===== src/rtl/calib_shot_sequencer_if.sv =====
// Host/config and calibration-FSM signal bundle for calib_shot_sequencer.
// slave is the sequencer view; master is the host plus calibration FSM view.
interface calib_shot_sequencer_if #(
    parameter int PHASE_W = 32,
    parameter int CNT_W   = 16,
    parameter int HOLD_W  = 32
);
    logic               cmd_start;
    logic               cmd_abort;
    logic [CNT_W-1:0]   shot_total;
    logic [PHASE_W-1:0] phase_base;
    logic [PHASE_W-1:0] phase_step;
    logic [HOLD_W-1:0]  holdoff;
    logic               fsm_busy;
    logic               fsm_done;
    logic               fsm_error;
    logic               fsm_start;
    logic               fsm_abort;
    logic [PHASE_W-1:0] phase_shift;
    logic [CNT_W-1:0]   shot_idx;
    logic [3:0]         retry_cnt;
    logic               seq_busy;
    logic               seq_done;
    logic               seq_aborted;
    logic               seq_fault;

    modport slave (
        input  cmd_start, cmd_abort, shot_total,
        input  phase_base, phase_step, holdoff,
        input  fsm_busy, fsm_done, fsm_error,
        output fsm_start, fsm_abort, phase_shift,
        output shot_idx, retry_cnt, seq_busy,
        output seq_done, seq_aborted, seq_fault
    );

    modport master (
        output cmd_start, cmd_abort, shot_total,
        output phase_base, phase_step, holdoff,
        output fsm_busy, fsm_done, fsm_error,
        input  fsm_start, fsm_abort, phase_shift,
        input  shot_idx, retry_cnt, seq_busy,
        input  seq_done, seq_aborted, seq_fault
    );
endinterface


===== src/rtl/calib_shot_sequencer.sv =====
// Multi-shot calibration run sequencer: start/ack/holdoff per shot,
// phase scan across shots, bounded retries and sticky fault.
module calib_shot_sequencer #(
    parameter int PHASE_W     = 32,
    parameter int CNT_W       = 16,
    parameter int HOLD_W      = 32,
    parameter int ACK_TIMEOUT = 64,
    parameter int MAX_RETRY   = 3
) (
    input logic clock,
    input logic reset,
    calib_shot_sequencer_if.slave bus
);
    localparam int ACK_W = $clog2(ACK_TIMEOUT + 1);

    typedef enum logic [2:0] {
        S_IDLE,
        S_START,
        S_WAIT_ACK,
        S_RUN,
        S_HOLDOFF,
        S_DONE,
        S_FAULT
    } state_t;

    state_t             state, state_n;
    logic [ACK_W-1:0]   ack_cnt;
    logic [HOLD_W-1:0]  hold_cnt;
    logic [CNT_W-1:0]   cfg_total;
    logic [PHASE_W-1:0] cfg_step;
    logic [HOLD_W-1:0]  cfg_hold;

    logic busy_st, abort_go, run_go, in_shot;
    logic shot_ok, shot_fail, can_retry, last_shot, to_fault;

    always_comb begin
        busy_st   = state != S_IDLE && state != S_FAULT;
        abort_go  = bus.cmd_abort && busy_st;
        run_go    = bus.cmd_start && !busy_st;
        in_shot   = state == S_WAIT_ACK || state == S_RUN;
        // Error beats done; busy beats a same-cycle ack timeout.
        shot_fail = in_shot && bus.fsm_error;
        if (state == S_WAIT_ACK && !bus.fsm_busy
            && ack_cnt == ACK_W'(ACK_TIMEOUT - 1))
            shot_fail = 1'b1;
        shot_ok   = in_shot && bus.fsm_done && !shot_fail;
        can_retry = bus.retry_cnt < 4'(MAX_RETRY);
        last_shot = bus.shot_idx == cfg_total - CNT_W'(1);
        to_fault  = shot_fail && !can_retry && !abort_go;

        state_n = state;
        unique case (state)
            S_IDLE, S_FAULT: begin
                if (bus.cmd_start)
                    state_n = (bus.shot_total == '0) ? S_DONE : S_START;
            end
            S_START: state_n = S_WAIT_ACK;
            S_WAIT_ACK, S_RUN: begin
                if (shot_fail)
                    state_n = can_retry ? S_HOLDOFF : S_FAULT;
                else if (shot_ok)
                    state_n = last_shot ? S_DONE : S_HOLDOFF;
                else if (state == S_WAIT_ACK && bus.fsm_busy)
                    state_n = S_RUN;
            end
            S_HOLDOFF: begin
                if (hold_cnt == cfg_hold)
                    state_n = S_START;
            end
            S_DONE:  state_n = S_IDLE;
            default: state_n = S_IDLE;
        endcase
        if (abort_go)
            state_n = S_IDLE;
    end

    always_ff @(posedge clock or negedge reset) begin
        if (!reset)
            state <= S_IDLE;
        else
            state <= state_n;
    end

    always_ff @(posedge clock or negedge reset) begin
        if (!reset) begin
            ack_cnt         <= '0;
            hold_cnt        <= '0;
            cfg_total       <= '0;
            cfg_step        <= '0;
            cfg_hold        <= '0;
            bus.fsm_start   <= 1'b0;
            bus.fsm_abort   <= 1'b0;
            bus.phase_shift <= '0;
            bus.shot_idx    <= '0;
            bus.retry_cnt   <= '0;
            bus.seq_busy    <= 1'b0;
            bus.seq_done    <= 1'b0;
            bus.seq_aborted <= 1'b0;
            bus.seq_fault   <= 1'b0;
        end else begin
            ack_cnt  <= (state == S_WAIT_ACK) ? ack_cnt + 1'b1 : '0;
            hold_cnt <= (state == S_HOLDOFF) ? hold_cnt + 1'b1 : '0;

            bus.fsm_start   <= state_n == S_START;
            bus.fsm_abort   <= abort_go || to_fault;
            bus.seq_busy    <= state_n != S_IDLE && state_n != S_FAULT;
            bus.seq_done    <= state == S_DONE && !abort_go;
            bus.seq_aborted <= abort_go;

            if (run_go) begin
                cfg_total       <= bus.shot_total;
                cfg_step        <= bus.phase_step;
                cfg_hold        <= bus.holdoff;
                bus.phase_shift <= bus.phase_base;
                bus.shot_idx    <= '0;
                bus.retry_cnt   <= '0;
                bus.seq_fault   <= 1'b0;
            end else if (!abort_go) begin
                if (to_fault)
                    bus.seq_fault <= 1'b1;
                if (shot_fail && can_retry)
                    bus.retry_cnt <= bus.retry_cnt + 1'b1;
                if (shot_ok && !last_shot) begin
                    bus.shot_idx    <= bus.shot_idx + 1'b1;
                    bus.phase_shift <= bus.phase_shift + cfg_step;
                    bus.retry_cnt   <= '0;
                end
            end
        end
    end
endmodule


===== src/flat_wrapper.sv =====
// flat-port wrapper written by rule: the top's interface ports become plain ports
module calib_shot_sequencer_flat 
#(
    parameter int PHASE_W     = 32,
    parameter int CNT_W       = 16,
    parameter int HOLD_W      = 32,
    parameter int ACK_TIMEOUT = 64,
    parameter int MAX_RETRY   = 3
)
  (clock, reset, bus_cmd_start, bus_cmd_abort, bus_shot_total, bus_phase_base, bus_phase_step, bus_holdoff, bus_fsm_busy, bus_fsm_done, bus_fsm_error, bus_fsm_start, bus_fsm_abort, bus_phase_shift, bus_shot_idx, bus_retry_cnt, bus_seq_busy, bus_seq_done, bus_seq_aborted, bus_seq_fault);
  calib_shot_sequencer_if #(.PHASE_W(PHASE_W), .CNT_W(CNT_W), .HOLD_W(HOLD_W)) bus_i ();
  input logic clock;
  input logic reset;
  input wire logic [$bits(bus_i.cmd_start)-1:0] bus_cmd_start;
  input wire logic [$bits(bus_i.cmd_abort)-1:0] bus_cmd_abort;
  input wire logic [$bits(bus_i.shot_total)-1:0] bus_shot_total;
  input wire logic [$bits(bus_i.phase_base)-1:0] bus_phase_base;
  input wire logic [$bits(bus_i.phase_step)-1:0] bus_phase_step;
  input wire logic [$bits(bus_i.holdoff)-1:0] bus_holdoff;
  input wire logic [$bits(bus_i.fsm_busy)-1:0] bus_fsm_busy;
  input wire logic [$bits(bus_i.fsm_done)-1:0] bus_fsm_done;
  input wire logic [$bits(bus_i.fsm_error)-1:0] bus_fsm_error;
  output wire logic [$bits(bus_i.fsm_start)-1:0] bus_fsm_start;
  output wire logic [$bits(bus_i.fsm_abort)-1:0] bus_fsm_abort;
  output wire logic [$bits(bus_i.phase_shift)-1:0] bus_phase_shift;
  output wire logic [$bits(bus_i.shot_idx)-1:0] bus_shot_idx;
  output wire logic [$bits(bus_i.retry_cnt)-1:0] bus_retry_cnt;
  output wire logic [$bits(bus_i.seq_busy)-1:0] bus_seq_busy;
  output wire logic [$bits(bus_i.seq_done)-1:0] bus_seq_done;
  output wire logic [$bits(bus_i.seq_aborted)-1:0] bus_seq_aborted;
  output wire logic [$bits(bus_i.seq_fault)-1:0] bus_seq_fault;
  assign bus_i.cmd_start = bus_cmd_start;
  assign bus_i.cmd_abort = bus_cmd_abort;
  assign bus_i.shot_total = bus_shot_total;
  assign bus_i.phase_base = bus_phase_base;
  assign bus_i.phase_step = bus_phase_step;
  assign bus_i.holdoff = bus_holdoff;
  assign bus_i.fsm_busy = bus_fsm_busy;
  assign bus_i.fsm_done = bus_fsm_done;
  assign bus_i.fsm_error = bus_fsm_error;
  assign bus_fsm_start = bus_i.fsm_start;
  assign bus_fsm_abort = bus_i.fsm_abort;
  assign bus_phase_shift = bus_i.phase_shift;
  assign bus_shot_idx = bus_i.shot_idx;
  assign bus_retry_cnt = bus_i.retry_cnt;
  assign bus_seq_busy = bus_i.seq_busy;
  assign bus_seq_done = bus_i.seq_done;
  assign bus_seq_aborted = bus_i.seq_aborted;
  assign bus_seq_fault = bus_i.seq_fault;
  calib_shot_sequencer #(.PHASE_W(PHASE_W), .CNT_W(CNT_W), .HOLD_W(HOLD_W), .ACK_TIMEOUT(ACK_TIMEOUT), .MAX_RETRY(MAX_RETRY)) u_core (.clock(clock), .reset(reset), .bus(bus_i));
endmodule

===== config.mk =====
export PLATFORM = sky130hd
export DESIGN_NAME = calib_shot_sequencer_flat
export DESIGN_NICKNAME = d
export VERILOG_FILES = /design/src/rtl/calib_shot_sequencer_if.sv /design/src/rtl/calib_shot_sequencer.sv /design/src/flat_wrapper.sv
export SDC_FILE = /design/constraint.sdc
export NUM_CORES = 1
export LEC_CHECK = 0
export CAP_MARGIN = 20
export CORE_MARGIN = 2
export CORE_UTILIZATION = 50
export CTS_BUF_LIST = sky130_fd_sc_hd__clkbuf_2 sky130_fd_sc_hd__clkbuf_4 sky130_fd_sc_hd__clkbuf_8
export DETAILED_ROUTE_END_ITERATION = 8
export PLACE_DENSITY = 0.91
export SYNTH_ARGS = -nofsm -noshare
export SYNTH_HDL_FRONTEND = slang
export SYNTH_SLANG_ARGS = --single-unit
export TNS_END_PERCENT = 30

===== constraint.sdc =====
create_clock -name clock -period 3 [get_ports clock]
set_clock_uncertainty 0.05 [all_clocks]
set_input_delay 0.75 -clock clock [delete_from_list [all_inputs] [get_ports clock]]
set_output_delay 0.75 -clock clock [all_outputs]
set_load 0.1 [all_outputs]

==> flow_summary.json <==
{
  "syn-num-nets": 1376,
  "relSlewSlack": 0.581,
  "drc": 0,
  "clk_pin_slew_ns": 0.11,
  "cts_buffers": 17,
  "post-dp-hpwl_um": 20500,
  "ys_types": 64,
  "hold_viol": 0,
  "rrSetupSlack_ns": 0.06,
  "routed_wirelength_um": 28900,
  "drv_slew": 0,
  "min_period_over_period": 0.981,
  "synth_commonest_cells": "nand2_1 (316), dfrtp_1 (180), nor2_1 (111)",
  "met1_usage": 0.350,
  "cp_num_buf_inv": 3,
  "synth.most_common_cell": "nand2_1",
  "synth_area_leaders": "dfrtp_1 (44%), nand2_1 (11%), xor2_1 (5.9%), ha_1 (4.4%), nor2_1 (4.0%)",
  "synth_top_cell_by_area": "dfrtp_1",
  "routed_via_density": 5.70,
  "syn_to_final_growth_pct": 28.4,
  "rsz0062_at_grt": "yes",
  "routedWlPerCell_um": 17.0,
  "place.gp.congestion": 0.974,
  "synth_fa_ha_area_frac": 0.0456,
  "grt_pass1_wl_um": 46800,
  "nets": 1572,
  "min_path_type": "input pin to async pin",
  "peakVddDrop_v": 0.000566,
  "postSynthAreaPerCell_um2": 8.47,
  "drtIter0Drc": 891,
  "initial_core_util": 0.510,
  "critical_path_depth": 12,
  "p_sw_w": 0.00836,
  "use_met2": 0.431,
  "synth_area_um2": 10300,
  "cts_tree": "yes",
  "crit_chain": "inv_2, ha_4, xor2_1, nand2_1, a2111oi_4, nand4bb_1, o41ai_4, o41ai_4, buf_6, buf_12, a31o_2, a21oi_1",
  "path_class": "register to register",
  "final_cells": 1700,
  "synth_compound_area_frac": 0.135,
  "synthSimpleGateAreaFrac": 0.260,
  "slowest_stage": "o41ai_4",
  "worstSetupStartpointType": "register",
  "combPwrFrac": 0.645,
  "io_buffers": 176,
  "ys_ff_latch": 180,
  "crit_path_max_fanout": 5,
  "power_w": 0.0161,
  "layout-drive-gt1-share": 0.150,
  "cts.sinks": 180,
  "worstPathRequired_ns": 3.35,
  "ys_seq_area_frac": 0.436,
  "crit-reg2reg-launch": "u_core.cfg_total[0]",
  "p_seq_frac": 0.253,
  "r2r_cells": 12,
  "cpMostUsedCell": "o41ai_4",
  "maxCapViolCount": 0,
  "muxShareOfSynthArea": 0.00884,
  "pin_count": 177,
  "clock_latency_ns": 0.48,
  "fp-row-count": 52,
  "h-tree-depth": 4,
  "grt_use_total": 0.267,
  "rr_endpoint": "u_core.bus.shot_idx[13]",
  "synth-edff-count": 0,
  "cts_max_path_buffers": 2,
  "synthFlopType": "dfrtp_1",
  "power.leakage_nw": 6.29,
  "crit_family": "compound AO/OA/AOI/OAI gates",
  "use_met3": 0.0562,
  "cell_internal_pwr_w": 0.00773,
  "swShare": 0.520,
  "power_density_nw_per_um2": 1210,
  "worst_pin_slew_ns": 0.629,
  "grt_pass1_vias": 9516,
  "fp.dieArea_um2": 21800,
  "fmaxAchievable_mhz": 340,
  "antenna_found_initial": 1,
  "hold_buffers": 0,
  "critPathArrivalTime_ns": 3.30,
  "drt-pass1-iter-count": 7,
  "synth_top_area_frac": 0.436,
  "grt_max_degree": 55,
  "clockPowerShare": 0.102,
  "vias": 9684,
  "ys_warn_count": 0,
  "ys_async_sr_fraction": 1.00,
  "place_inst": 1657,
  "synth_top_family_by_area": "simple AND/OR/NAND/NOR gates",
  "yosys.area_share.xor_xnor": 0.0840,
  "grt-ovfl-total": 0,
  "die_y_um": 148,
  "ctsRootBufferMaster": "clkbuf_8",
  "die_x_um": 148,
  "status": "completed",
  "syn-instance-count": 1220,
  "setup_tns_ns": 0,
  "setup_viol": 0,
  "antenna_left": 0,
  "worstSetupEndpointType": "register",
  "fin_util": 0.655,
  "max_stage_delay_ns": 0.51,
  "core_area_um2": 20200,
  "fin_crit_ns": 2.94,
  "fill_cells": 1544,
  "grt_most_used_layer": "met2"
}
## power groups by stage
stage               combinational (W)  clock, W  sequential [W]
floorplan                     0.00535         0         0.00567
global placement              0.00933         0         0.00403
detailed placement            0.00957         0         0.00406
CTS                           0.00993   0.00167         0.00403
global route                   0.0113   0.00177         0.00417
finish                         0.0104   0.00165         0.00407
## state kept, by name, indices dropped and copies added (netlist names)
| name | cells |
|---|---|
| u_core.cfg_total | 16 |
| u_core.cfg_step | 32 |
| u_core.bus.seq_done | 1 |
| u_core.state | 3 |
| u_core.cfg_hold | 32 |
| u_core.ack_cnt | 7 |
| u_core.bus.seq_fault | 1 |
| u_core.hold_cnt | 32 |
| u_core.bus.fsm_abort | 1 |
| u_core.bus.fsm_start | 1 |
| u_core.bus.phase_shift | 32 |
| u_core.bus.seq_busy | 1 |
| u_core.bus.retry_cnt | 4 |
| u_core.bus.seq_aborted | 1 |
| u_core.bus.shot_idx | 16 |
## timing repair
item	in CTS	in global routing
cloned	2	2
resized for setup	12	43
endpoints found under the hold margin	0	0
pin swaps	3	12
endpoints found under the setup margin	11	51
setup buffers	5	2
## kinds of logic (layout without fill, tap and decap cells)
family | Yosys count | count (layout)
flops | 180 | 180
mux | 9 | 9
simple gates | 601 | 601
other cells | 0 | 1
xor+xnor | 99 | 99
buf+inv | 80 | 289
fa+ha+maj | 37 | 37
compound gates | 214 | 214
## placed cells by master, fill, tap and decap left out, types with 10 or more instances in the layout
cell,count
nand2_1,315
dfrtp_1,158
clkdlybuf4s50_1,117
nor2_1,105
buf_4,101
xor2_1,69
a21oi_1,58
o21ai_0,36
nand3_1,35
ha_1,34
xnor2_1,30
a31oi_1,28
inv_1,25
and3_1,25
dfrtp_2,20
nor3_1,17
clkbuf_8,17
a21o_1,16
nand4_1,15
nor4_1,15
or3_1,11
nand2b_1,10
## area by class of cell
| cell class | instances | area, µm² | share of cell area |
|---|---|---|---|
| multi-input cells | 960 | 5710 | 0.431 |
| flip-flops and latches | 180 | 4540 | 0.342 |
| repair buffers | 230 | 2170 | 0.164 |
| well taps | 270 | 338 | 0.0255 |
| clock buffers | 17 | 234 | 0.0176 |
| clock inverters | 15 | 163 | 0.0123 |
| inverters | 27 | 101 | 0.00764 |
| diodes | 1 | 2.50 | 0.000189 |
## worst max path at each step
stage | start | to
floorplan | u_core.bus.phase_shift[13] | u_core.bus.phase_shift[31]
global placement | bus_fsm_busy | u_core.bus.phase_shift[17]
detailed placement | bus_fsm_busy | u_core.bus.phase_shift[16]
CTS | u_core.cfg_total[2] | u_core.bus.phase_shift[16]
global route | u_core.bus.phase_shift[4] | u_core.bus.phase_shift[29]
finish | u_core.cfg_total[0] | u_core.bus.shot_idx[13]
## worst register-to-register path: cells and delay by family, from the launching register on
kind	cells	cell delay [ns]
compound gates	5	1.27
flops	1	0.42
buf+inv	3	0.41
simple gates	2	0.32
fa+ha+maj	1	0.20
xor+xnor	1	0.19
## stage by stage
stage | hold WS (ns) | worst slack, ns | area, µm²
finish | 0.176 | 0.0562 | 13300
detailed placement | 0.426 | -0.0310 | 12500
floorplan | 0.400 | -0.0536 | 10400
global route | 0.202 | -0.0306 | 13300
global placement | 0.417 | 0.0408 | 12500
CTS | 0.186 | -0.0217 | 13100
## per-layer routing
layer | wire length [µm] | part of all wire
met1 | 11800 | 0.41
met2 | 13600 | 0.47
met3 | 2370 | 0.082
met4 | 1030 | 0.036
met5 | 0 | 0
Note: power is estimated with default switching activity, not from simulation.
==> variant 1: new RTL, same settings <==
Encoding of `state_t`: now Gray code (3 bits for 7 states).
--- a/src/rtl/calib_shot_sequencer.sv
+++ b/src/rtl/calib_shot_sequencer.sv
@@ -14,13 +14,13 @@
     localparam int ACK_W = $clog2(ACK_TIMEOUT + 1);
 
     typedef enum logic [2:0] {
-        S_IDLE,
-        S_START,
-        S_WAIT_ACK,
-        S_RUN,
-        S_HOLDOFF,
-        S_DONE,
-        S_FAULT
+        S_IDLE     = 3'b000,
+        S_START    = 3'b001,
+        S_WAIT_ACK = 3'b011,
+        S_RUN      = 3'b010,
+        S_HOLDOFF  = 3'b110,
+        S_DONE     = 3'b111,
+        S_FAULT    = 3'b101
     } state_t;
 
     state_t             state, state_n;
Check against the original RTL: no difference found for any inputs over 4 cycles, from zero or initial values and one cycle with reset low; so few cycles prove little.
==> variant 1 against the unedited design <==
- the flow now finishes with violations (setup timing)
- combinational power shrank 4%
- cell area grew 0.73%
- largest cell class unchanged
- first-iteration DRC count grew 7.9%
- highest routed layer unchanged
- count of clock-buffer cells in the layout grew 5
- routed wire length grew 4.8%
- largest power group unchanged
- setup slack lost 350 ps
- area after synthesis shrank 2.6%
- hold slack lost 5.2 ps
- critical path depth grew 1
- clock power is essentially flat
- sequential cell count is the same
- critical endpoint is now u_core.bus.shot_idx[3]
- power shrank 2.0%
==> variant 1: results (changes against the unedited design) <==
metric,value,unit,change
outcome,"complete, but fails checks",,was finished clean
violated_checks,setup timing,,
grt_pass1_wl,46.9,mm,was 46.8 mm
post-dp-hpwl,20.2,mm,was 20.5 mm
drt_first_pass_iters,6,,was 7
dpl_worst_slack,-405,ps,was -31.0 ps
adder_cell_fraction_of_synth_area,4.68,%,was 4.56%
share_of_synthesized_area_occupied_by_flip_flops_and_latches,44.8,%,was 43.6%
finalWirelength,30.3,mm,was 28.9 mm
timing.final.setup_violations,52,,was 0
layout.filler_cells,1391,,was 1544
dpl-instance-area,0.0124,mm²,was 0.0125 mm²
final_weighted_congestion_of_routability_driven_global_placement,0.911,,was 0.974
violation_count_after_the_first_detailed_route_iteration,961,,was 891
cpLargestDelayFamily,simple AND/OR/NAND/NOR gates,,was compound AO/OA/AOI/OAI gates
place_inst,1610,,was 1657
number_of_antenna_violations_at_the_first_check_in_global_routing,3,,was 1
final_ws_setup,-293,ps,was 56.2 ps
nets,1540,,was 1572
synthTopCellsByArea,"dfrtp_1 45%, nand2_1 11%, xor2_1 7.0%",,"was dfrtp_1 44%, nand2_1 11%, xor2_1 5.9%"
comb_cell_power,0.0100,W,was 0.0104 W
seqPwrFrac,25.9,%,was 25.3%
grt_start_max_net_pins,88,,was 55
path_max_fanout,6,,was 5
yosys_cell_types,62,,was 64
seq-power,0.00408,W,was 0.00407 W
switching_share,51.3,%,was 52.0%
first_global_vias,9581,,was 9516
worst-slew-pin-transition,612,ps,was 629 ps
cp.arrival,3600,ps,was 3300 ps
synth_compound_gate_area_share,11.3,%,was 13.5%
routed-via-count,9727,,was 9684
-- variant 1: cell count changes in the layout (fill, tap and decap cells not counted), sizes merged, moves of 11 or more --
cell	delta
nor2	-22
o21ai	+17
nor4	+13
buf	+20
and3	-15
xnor2	+15
a31oi	-30
xor2	+11
-- variant 1: path summary, 6_finish.rpt --
check	from	endpoint	slack (ps)	cells past startpoint
max in group asynchronous	reset	u_core.ack_cnt[3]	1950	2
min in group clock	u_core.ack_cnt[0]	u_core.ack_cnt[0]	440	1
hold / removal	reset	u_core.cfg_step[10]	170	1
setup / recovery	u_core.cfg_total[1]	u_core.bus.shot_idx[3]	-290	13
hold reg to reg	u_core.ack_cnt[0]	u_core.ack_cnt[0]	440	1
setup reg to reg	u_core.cfg_total[1]	u_core.bus.shot_idx[3]	-290	13
-- variant 1: layout make-up --
| type | instances | area (µm²) | share of cell area, % |
|---|---|---|---|
| Clock inverter | 10 | 101 | 0.759 |
| Antenna cell | 3 | 7.51 | 0.0562 |
| Tap cell | 265 | 332 | 2.48 |
| Clock buffer | 22 | 284 | 2.13 |
| Multi-Input combinational cell | 911 | 5660 | 42.4 |
| Inverter | 24 | 90.1 | 0.675 |
| Sequential cell | 180 | 4530 | 33.9 |
| Timing Repair Buffer | 250 | 2340 | 17.6 |
-- variant 1: repair_timing --
| action | CTS | global route |
|---|---|---|
| pin swaps | 6 | 29 |
| setup buffers | 7 | 9 |
| endpoints found under the setup margin | 51 | 55 |
| resized for setup | 17 | 80 |
| gates cloned | 2 | 3 |
-- variant 1: routing by layer --
layer | global-route usage, % | share of wire (%) | vias up
li1 | - | - | 4408
met1 | 35.1 | 40 | 4630
met2 | 43.9 | 47 | 537
met3 | 4.80 | 7.3 | 152
met4 | 14.2 | 5.4 | 0
met5 | 0 | 0 | -
==> variant 2: new RTL, same flow settings <==
Made on the original files. `PHASE_W` is set to 32 in 3 places; all go to 24.
--- a/src/rtl/calib_shot_sequencer_if.sv
+++ b/src/rtl/calib_shot_sequencer_if.sv
@@ -1,7 +1,7 @@
 // Host/config and calibration-FSM signal bundle for calib_shot_sequencer.
 // slave is the sequencer view; master is the host plus calibration FSM view.
 interface calib_shot_sequencer_if #(
-    parameter int PHASE_W = 32,
+    parameter int PHASE_W = 24,
     parameter int CNT_W   = 16,
     parameter int HOLD_W  = 32
 );
--- a/src/rtl/calib_shot_sequencer.sv
+++ b/src/rtl/calib_shot_sequencer.sv
@@ -1,7 +1,7 @@
 // Multi-shot calibration run sequencer: start/ack/holdoff per shot,
 // phase scan across shots, bounded retries and sticky fault.
 module calib_shot_sequencer #(
-    parameter int PHASE_W     = 32,
+    parameter int PHASE_W     = 24,
     parameter int CNT_W       = 16,
     parameter int HOLD_W      = 32,
     parameter int ACK_TIMEOUT = 64,
--- a/src/flat_wrapper.sv
+++ b/src/flat_wrapper.sv
@@ -1,7 +1,7 @@
 // flat-port wrapper written by rule: the top's interface ports become plain ports
 module calib_shot_sequencer_flat 
 #(
-    parameter int PHASE_W     = 32,
+    parameter int PHASE_W     = 24,
     parameter int CNT_W       = 16,
     parameter int HOLD_W      = 32,
     parameter int ACK_TIMEOUT = 64,
Ports: changed (resized bus_phase_base, bus_phase_shift and bus_phase_step); port bits go from 177 to 153. No check against the original RTL was run, so the function may have changed too.
==> variant 2 against the unedited design <==
- first-iteration DRC count shrank 18%
- area after synthesis down 11%
- critical path type unchanged
- the run now ends with setup timing left
- routed wire length shrank 15%
- sequential cell count decreased by 16
- setup slack got worse by 180 ps
- sequential power is 9.6% lower
- power decreased by 17%
- cell area down 12%
- highest routed layer unchanged
==> variant 2: results (changes against the unedited design) <==
metric,value,unit,change
violated_checks,setup timing,,
outcome,"complete, but fails checks",,was finished clean
share_of_synthesized_area_occupied_by_flip_flops_and_latches,44.6,%,was 43.6%
post_route_cells_drive_above_1_share,16.6,%,was 15.0%
drt_first_pass_iters,5,,was 7
grt_start_max_net_pins,73,,was 55
first_global_vias,8225,,was 9516
layout.filler_cells,1432,,was 1544
grt_pass1_wl,39.9,mm,was 46.8 mm
violation_count_after_the_first_detailed_route_iteration,732,,was 891
post-dp-hpwl,17.7,mm,was 20.5 mm
synth_flop_cell,dfrtp_1,,unchanged
antennaDiodeCount,0,,was 1
timing.rr.end,u_core.bus.phase_shift[13],,was u_core.bus.shot_idx[13]
grt_use_total,25.2,%,was 26.7%
place_inst,1427,,was 1657
final_ws_setup,-122,ps,was 56.2 ps
dpl_worst_slack,-138,ps,was -31.0 ps
power_density,1140,mW/mm²,was 1210 mW/mm²
clk_pin_slew_worst_paths,90,ps,was 110 ps
synth_nets,1181,,was 1376
total_leakage_power,5.25,nW,was 6.29 nW
drt-wirelength-per-cell,16.7,µm,was 17.0 µm
worst-slew-pin-transition,591,ps,was 629 ps
worst_hold_slack,180,ps,was 176 ps
timing.final.setup_violations,25,,was 0
avgSynthCellArea,8.77,µm²,was 8.47 µm²
via_per_inst,5.63,,was 5.70
dpl-instance-area,0.0111,mm²,was 0.0125 mm²
number_of_antenna_violations_at_the_first_check_in_global_routing,0,,was 1
synth_common_cells,"287 x nand2_1, 164 x dfrtp_1, 71 x nor2_1",,"was 316 x nand2_1, 180 x dfrtp_1, 111 x nor2_1"
-- variant 2: changes by cell type after synthesis, moves of 13 or more --
cell | unedited run | this run
nor2_1 | 111 | 71
xnor2_1 | 30 | 62
xor2_1 | 69 | 38
a21oi_1 | 59 | 43
a31oi_1 | 33 | 14
dfrtp_1 | 180 | 164
nand2_1 | 316 | 287
and3_1 | 25 | 12
-- variant 2: how the worst max path moves through the flow --
stage | endpoint | cells past startpoint | slack, ps
6_report | u_core.bus.phase_shift[13] | 12 | -120
5_1_grt | u_core.bus.shot_idx[4] | 12 | -240
3_3_place_gp | u_core.bus.phase_shift[13] | 8 | -50
4_1_cts | u_core.bus.shot_idx[4] | 12 | -110
2_1_floorplan | u_core.bus.phase_shift[18] | 12 | 4
3_5_place_dp | u_core.bus.shot_idx[4] | 12 | -140
-- variant 2: kinds of logic (layout without fill, tap and decap cells) --
| kind of cell | count (synthesis) | in the layout | synth area share (%) |
|---|---|---|---|
| multiplexers | 23 | 23 | 2.80 |
| AND/OR/NAND/NOR | 518 | 520 | 25.7 |
| XOR/XNOR | 100 | 100 | 9.52 |
| buffers and inverters | 64 | 251 | 2.91 |
| adder cells (fa/ha/maj) | 29 | 29 | 4.02 |
| AO/OA/AOI/OAI | 151 | 151 | 10.5 |
| flip-flops | 164 | 164 | 44.6 |
-- variant 2: final cells by class --
type,count,share of cell area [%]
inverters,19,0.611
clock buffers,19,2.19
flip-flops and latches,164,35.5
clock inverters,13,1.37
repair buffers,200,15.4
multi-input cells,823,42.5
well taps,229,2.46
-- variant 2: per-layer routing --
| metal | vias up | global-route usage, % | wire, µm |
|---|---|---|---|
| met2 | 320 | 41.0 | 11800 |
| met5 | - | 0 | 0 |
| met4 | 0 | 10.1 | 641 |
| met3 | 51 | 4.82 | 1650 |
| li1 | 3937 | - | - |
| met1 | 3950 | 33.5 | 10500 |
-- variant 2: repair_timing --
action | in CTS | in global routing
gates cloned | 0 | 2
pin swaps | 2 | 2
gates resized for setup | 7 | 24
buffers inserted | 0 | 5
endpoints found under the setup margin | 41 | 46
-- variant 2: worst max-delay path: stages (launching register included) --
cell and delay (ps):
dfrtp_1 400, inv_2 80, ha_4 130, or4b_4 500, o21ai_2 160, a21o_1 130, a31o_1 160, o2111ai_1 110
or4_4 480, a31oi_4 280, buf_4 180, nor2_2 80, mux2_2 290
-- variant 2: power breakdown --
group	internal, W	switching [W]	total (W)	leakage (nW)
clock	0.000800	0.000889	0.00169	0.215
combinational	0.00292	0.00499	0.00791	2.96
sequential	0.00297	0.000718	0.00368	2.07
